===== src/rtl/alu_vector_driver.sv =====
// alu_vector_driver: LFSR operand source and dual-ALU result cross-checker.
// Optional: define ALU_VECTOR_DRIVER_STOP_ON_FAIL_EN to end a run at the first failing vector.
module alu_vector_driver #(
    parameter int unsigned NUM_VEC    = 16,
    parameter int unsigned SETTLE_CYC = 2,
    parameter logic [31:0] SEED       = 32'hACE1_0001
) (
    input  logic         clk,
    input  logic         rst,
    input  logic         start,
    output logic [30:0]  a_o,
    output logic [30:0]  b_o,
    output logic [15:0]  l_o,
    output logic [15:0]  m_o,
    input  logic [255:0] res_x,
    input  logic [255:0] res_y,
    output logic         busy,
    output logic         done,
    output logic [15:0]  vec_idx,
    output logic [15:0]  err_cnt,
    output logic [15:0]  first_fail,
    output logic [7:0]   fail_mask
);
    localparam int unsigned   CW       = (SETTLE_CYC > 1) ? $clog2(SETTLE_CYC) : 1;
    localparam logic [CW-1:0] CNT_LAST = CW'(SETTLE_CYC - 1);
    localparam logic [15:0]   VEC_LAST = 16'(NUM_VEC - 1);
    localparam logic [31:0]   POLY     = 32'h8020_0003;
    localparam logic [15:0]   NO_FAIL  = 16'hFFFF;

    typedef enum logic [1:0] {IDLE, SETTLE, CHECK, DONE} state_t;

    state_t        state_q, state_d;
    logic [31:0]   lfsr_q, lfsr_d;
    logic [CW-1:0] cnt_q, cnt_d;
    logic [15:0]   vec_q, vec_d;
    logic [15:0]   err_q, err_d;
    logic [15:0]   ff_q, ff_d;
    logic [7:0]    fm_q, fm_d;
    logic          drv_q, drv_d;

    logic [31:0]   lfsr_next;
    logic [7:0]    mask;
    logic          last_vec;
    logic          stop_fail;

    assign lfsr_next = lfsr_q[0] ? ((lfsr_q >> 1) ^ POLY) : (lfsr_q >> 1);
    assign last_vec  = (vec_q == VEC_LAST);

`ifdef ALU_VECTOR_DRIVER_STOP_ON_FAIL_EN
    assign stop_fail = |mask;
`else
    assign stop_fail = 1'b0;
`endif

    // Division results are meaningless for a zero divisor, so quo/rem are not compared.
    always_comb begin
        mask = '0;
        for (int i = 0; i < 8; i++) begin
            mask[i] = (res_x[32*i +: 32] != res_y[32*i +: 32]);
        end
        if (b_o == '0) begin
            mask[3] = 1'b0;
            mask[4] = 1'b0;
        end
    end

    always_ff @(posedge clk or posedge rst) begin
        if (rst) begin
            state_q <= IDLE;
            lfsr_q  <= SEED;
            cnt_q   <= '0;
            vec_q   <= '0;
            err_q   <= '0;
            ff_q    <= NO_FAIL;
            fm_q    <= '0;
            drv_q   <= 1'b0;
        end else begin
            state_q <= state_d;
            lfsr_q  <= lfsr_d;
            cnt_q   <= cnt_d;
            vec_q   <= vec_d;
            err_q   <= err_d;
            ff_q    <= ff_d;
            fm_q    <= fm_d;
            drv_q   <= drv_d;
        end
    end

    always_comb begin
        state_d = state_q;
        unique case (state_q)
            IDLE:    if (start) state_d = SETTLE;
            SETTLE:  if (cnt_q == CNT_LAST) state_d = CHECK;
            CHECK:   state_d = (last_vec || stop_fail) ? DONE : SETTLE;
            DONE:    state_d = IDLE;
            default: state_d = IDLE;
        endcase
    end

    always_comb begin
        lfsr_d = lfsr_q;
        cnt_d  = cnt_q;
        vec_d  = vec_q;
        err_d  = err_q;
        ff_d   = ff_q;
        fm_d   = fm_q;
        drv_d  = drv_q;
        unique case (state_q)
            IDLE: begin
                if (start) begin
                    lfsr_d = SEED;
                    cnt_d  = '0;
                    vec_d  = '0;
                    err_d  = '0;
                    ff_d   = NO_FAIL;
                    fm_d   = '0;
                    drv_d  = 1'b1;
                end
            end
            SETTLE: cnt_d = cnt_q + 1'b1;
            CHECK: begin
                if (|mask) begin
                    if (err_q != 16'hFFFF) err_d = err_q + 16'd1;
                    fm_d = mask;
                    if (ff_q == NO_FAIL) ff_d = vec_q;
                end
                if (state_d == SETTLE) begin
                    lfsr_d = lfsr_next;
                    vec_d  = vec_q + 16'd1;
                    cnt_d  = '0;
                end
            end
            default: ;
        endcase
    end

    // Operands read zero until the first accepted start after reset.
    always_comb begin
        busy       = (state_q == SETTLE) || (state_q == CHECK);
        done       = (state_q == DONE);
        a_o        = drv_q ? lfsr_q[30:0] : '0;
        b_o        = drv_q ? {lfsr_q[15:0], lfsr_q[31:17]} : '0;
        l_o        = drv_q ? lfsr_q[15:0] : '0;
        m_o        = drv_q ? lfsr_q[31:16] : '0;
        vec_idx    = vec_q;
        err_cnt    = err_q;
        first_fail = ff_q;
        fail_mask  = fm_q;
    end
endmodule


===== config.mk =====
export PLATFORM = sky130hd
export DESIGN_NAME = alu_vector_driver
export DESIGN_NICKNAME = d
export VERILOG_FILES = /design/src/rtl/alu_vector_driver.sv
export SDC_FILE = /design/constraint.sdc
export NUM_CORES = 1
export LEC_CHECK = 0
export CAP_MARGIN = 0
export CORE_AREA = 3 3 257 259
export CTS_BUF_LIST = sky130_fd_sc_hd__clkbuf_4 sky130_fd_sc_hd__clkbuf_8
export CTS_CLUSTER_DIAMETER = 30
export DETAILED_ROUTE_END_ITERATION = 16
export DIE_AREA = 0 0 260 262
export GPL_TIMING_DRIVEN = 0
export PLACE_DENSITY = 0.37
export SKIP_CTS_REPAIR_TIMING = 1
export SLEW_MARGIN = 30
export SYNTH_ARGS = -nofsm -noshare
export SYNTH_HDL_FRONTEND = slang
export SYNTH_SLANG_ARGS = --single-unit

===== constraint.sdc =====
create_clock -name clk -period 9.03 [get_ports clk]
set_clock_uncertainty 0.2 [all_clocks]
set_input_delay 2.2575 -clock clk [delete_from_list [all_inputs] [get_ports clk]]
set_output_delay 2.2575 -clock clk [all_outputs]
set_load 0.05 [all_outputs]

Word-level counts from Yosys, hierarchy flattened

Cells that the tools add are included.

Word-level logic and storage cells: 73
Output and inout port bits: 152
Register bits after elaboration: 92

Multiplexer cells: 29
Bitwise operators: 1
Reductions and logical operators: 12
Equal/unequal tests: 20
$add $sub $neg: 3

Operator list:

| cell                                            | number |
|---|---|
| inequality test 32 bit                          | 8 |
| two-way mux 16 bit                              | 9 |
| two-way mux 32 bit                              | 3 |
| case mux 16 bit (2 select lines)                | 3 |
| case mux 32 bit (2 select lines)                | 1 |
| two-way mux 31 bit                              | 2 |
| adder 16 x 1 -> 16 bit (second input constant)  | 2 |
| logical NOT 31 bit                              | 1 |
| == test 16 bit (second input constant)          | 1 |
| == test 16 x 4 -> 1 bit (second input constant) | 1 |
| two-way mux 8 bit                               | 2 |
| inequality test 16 bit (second input constant)  | 1 |
| case mux 8 bit (2 select lines)                 | 1 |
| inequality test 2 bit (second input constant)   | 5 |
| AND reduction 3 bit                             | 3 |
| two-way mux 2 bit                               | 4 |
| case mux 2 bit (4 select lines)                 | 1 |
| AND reduction 4 bit                             | 2 |
| OR reduction 8 bit                              | 1 |
| == test 2 x 1 -> 1 bit (second input constant)  | 2 |
| == test 2 bit (second input constant)           | 2 |
| inverter 3 -> 4 bit                             | 1 |
| case mux 1 bit (3 select lines)                 | 1 |
| nonzero test 3 bit                              | 1 |
| other kinds (6)                                 | 7 |

Depth between registers and ports, before layout

Word-level depth: 6
Depth in mapped cells: 12
Mapped depth without buffers: 10

Least setup slack after synthesis

Ideal clock, no wire load.

Kind: input to register
From: input res_y[189]
To: register fm_q[0], in the netlist fail_mask[0]
Slack: 4868 ps
Data required time: 8735 ps
Stages: 10
Arrival: 3867 ps
Cell sequence: xor2_1 -> nor4_1 -> nand4_1 -> nor2_1 -> nand3_1 -> o31ai_2 -> buf_2 -> buf_2 -> nand2_1 -> o31ai_1

Cells in the longest elaborated chain, start to end: 4

RTL lines:

| what                            | RTL line | text |
|---|---|---|
| from (decl)                     | 16       | `input logic [255:0] res_y,` |
| inequality test 32 bit          | 59       | `mask[i] = (res_x[32*i +: 32] != res_y[32*i +: 32]);` |
| OR reduction 8 bit              | 122      | `if (\|mask) begin` |
| inequality test 2 bit (no line) | n/a      |  |
| AND reduction 3 bit (no line)   | n/a      |  |
| to (signal assigned)            | 84       | `fm_q <= fm_d;` |
| to (decl)                       | 38       | `logic [7:0] fm_q, fm_d;` |

No other way between the ends.
A chain may end at the register's enable or synchronous reset.

Final worst setup path

From: input res_y[204]
To: register err_q[12], in the netlist err_cnt[12]

Cells in the longest elaborated chain, start to end: 4

RTL lines:

| what                            | RTL line | text |
|---|---|---|
| inequality test 32 bit          | 59       |  |
| OR reduction 8 bit              | 122      |  |
| inequality test 2 bit (no line) | n/a      |  |
| AND reduction 4 bit (no line)   | n/a      |  |
| to (signal assigned)            | 82       | `err_q <= err_d;` |
| to (decl)                       | 36       | `logic [15:0] err_q, err_d;` |

No other way between the ends.

==> impl_metrics.ini <==
[worst_setup_path]
crit_type = input port to flop
r2r_start = state_q[0]
critPathCapture = err_cnt[12]
worst_path_max_delay_cell = nor3_1
rr_worst_depth = 10
reg2reg_slack_ps = 5610
crit_required_ps = 9100
cp_max_fo = 5
crit_family = simple AND/OR/NAND/NOR gates
crit_buf_inv = 1
max_stage_delay_ps = 660
arrival_ps = 5460
end_kind = flop
cp.depth = 9
crit_start = res_y[204]
reg2reg_to = lfsr_q[2]
worst_setup_path_start_kind = input port
worstPathCellList = clkdlybuf4s50_1, xor2_1, nor4_1, nand4_1, nor2_1, nand4_1, nor3_1, nor2_1, a221o_1

[synthesis]
synthAdderAreaFrac_pct = 0.948
synth_top_family_by_area = XOR/XNOR gates
synth_cell_types = 48
ys_ff_latch = 92
synthTopCellsByCount = 256 x xor2_1, 75 x nor4_1, 70 x nand2_1
avgSynthCellArea_sq_um = 8.57
synthFlopType = dfrtp_1
synth-simple-area-share_pct = 22.3
synth_compound_area_share_pct = 8.14
synth_xor_xnor_area_share_pct = 30.0
syn_area_sq_um = 7920
synth_top_area_share_pct = 28.3
syn-num-nets = 1445
async_flop_share_pct = 100
ys_seq_area_share_pct = 29.5
synthMuxAreaShare_pct = 0.269
synth_edf_count = 0
yosysMostFrequentCell = xor2_1
synth_top_cell_by_area = xor2_1
yosysWarnings = 0
synthesis.instances = 924
synth_area_leaders = xor2_1 28%, dfrtp_1 21%, dfstp_2 8.3%

[finish]
final_cells = 2466
area_growth_pct = 100
drive_above_1_share_pct = 7.65
nNetsFinal = 2123
fin_util_pct = 24.8
design_area_sq_um = 15900
fill_cells = 7017

[clock_tree]
clockRootBuffer = clkbuf_8
cts_made_buffers = 9
numClockSinks = 92
cts_tree = built
cts.reportedPaths.clkPinSlew_ps = 100
clk_latency_ps = 390
htreeDepth = 3
cts.path.max_buffers = 2

[sta]
clock.fmax_mhz = 185
fin_crit_ps = 5400
grt_setup_unrepaired = false
period_share_pct = 59.8
finalSetupTns_ps = 0
worstMarginPinSlew_ps = 880
whs_ps = 288
setup_violations = 0
hold_viol = 0
slew_headroom_pct = 41.2
slew_viol_final = 0

[route]
routed_wl_um = 54700
wl_per_cell_um = 22.2
drc = 0
first_iter_violations = 328
drtAntennaViolNets = 0
viasPerCell = 3.78
vias = 9311
first_pass_iters = 4

[run]
cap_violations = 0

[worst_hold_path]
min_path_type = flop to flop

[floorplanning]
die_w_um = 260
placement_rows = 93
die_y_um = 262
coreArea_sq_um = 64100
die_area_sq_um = 68100
start_util_pct = 12.4
ios = 667

[global_routing]
track_usage_pct = 15.4
grt_pass1_vias = 9670
grt_start_max_net_pins = 51
grt_remaining_overflow = 0
grtUsageMet1_pct = 18.0
grt_pass1_wl_um = 73200
grt_use_met2_pct = 27.5
antenna_found_initial = 17
top_usage_layer = met2
met3_usage_pct = 4.94

[placed_design]
place_congestion = 0.885
dp_hpwl_um = 49500
dpl-instance-area_sq_um = 15700
dp.cells = 2446
port-buffer-count = 666

[pwr]
worst_ir_drop_vdd_mv = 0.0640
p_leak_nw = 6.23
power_density_nw_per_um2 = 162

[outcome]
outcome = finished clean
[report_power, final]
part | internal (mW) | switching, mW
registers | 0.535 | 0.0939
clock network | 0.104 | 0.176
logic | 0.646 | 1.01
[per-stage QoR]
stage / setup WS (ps) / power, mW
floorplan: 4220 / 1.54
global placement: 2280 / 2.31
detailed placement: 3060 / 2.32
CTS: 3490 / 2.61
global route: 3390 / 2.71
finish: 3630 / 2.57
[sequential cells by signal, indices dropped and copies added (netlist names)]
signal and flops:
err_cnt 16, drv_q 1, first_fail 16, vec_idx 16, lfsr_q 32, fail_mask 8
cnt_q 1, state_q 2
[layout by cell type (no fill, tap or decap), drive strengths merged, types with 6 or more instances in the layout]
cell type / count
clkdlybuf4s50: 666
xor2: 256
nor4: 78
buf: 75
nand2: 70
dfrtp: 67
nor2: 48
nand3: 36
and2: 33
inv: 32
clkbuf: 30
nand4: 29
dfstp: 25
o21ai: 22
a31oi: 21
a21oi: 21
xnor2: 15
o31ai: 12
nor3: 11
and3: 10
ha: 6
[tightest hold or removal path: stages (launching register included)]
cell	delay, ps
dfrtp_1	360
nand2_1	50
o31ai_1	50
[area by class of cell]
class / instances / area (sq um) / area share, %
flip-flops and latches: 92 / 2330 / 14.7
multi-input cells: 709 / 4880 / 30.7
clock buffers: 9 / 124 / 0.780
repair buffers: 667 / 6690 / 42.2
diodes: 4 / 10.0 / 0.0630
plain buffers: 95 / 603 / 3.80
well taps: 855 / 1070 / 6.74
clock inverters: 7 / 55.1 / 0.347
inverters: 28 / 110 / 0.693
[worst min-delay path by stage]
stage | from | end | slack (ps) | cells past startpoint
global route | fail_mask[0] | fail_mask[0] | 310 | 2
finish | fail_mask[1] | fail_mask[1] | 290 | 2
detailed placement | fail_mask[1] | fail_mask[1] | 270 | 2
floorplan | lfsr_q[12] | lfsr_q[12] | 270 | 2
global placement | fail_mask[1] | fail_mask[1] | 270 | 2
CTS | fail_mask[0] | fail_mask[0] | 300 | 2
[cells by family after synthesis]
| kind of cell | Yosys count |
|---|---|
| flops | 92 |
| fa+ha+maj | 6 |
| buf+inv | 123 |
| mux | 2 |
| compound gates | 98 |
| xor+xnor | 271 |
| simple gates | 332 |
[per-layer routing]
metal  wire length [um]  up-vias
met3               4960       45
met2              27200      460
met1              21500     4316
met5                 39        -
met4                960        8
li1                   -     4482
Power figures use the tool's default switching activity.
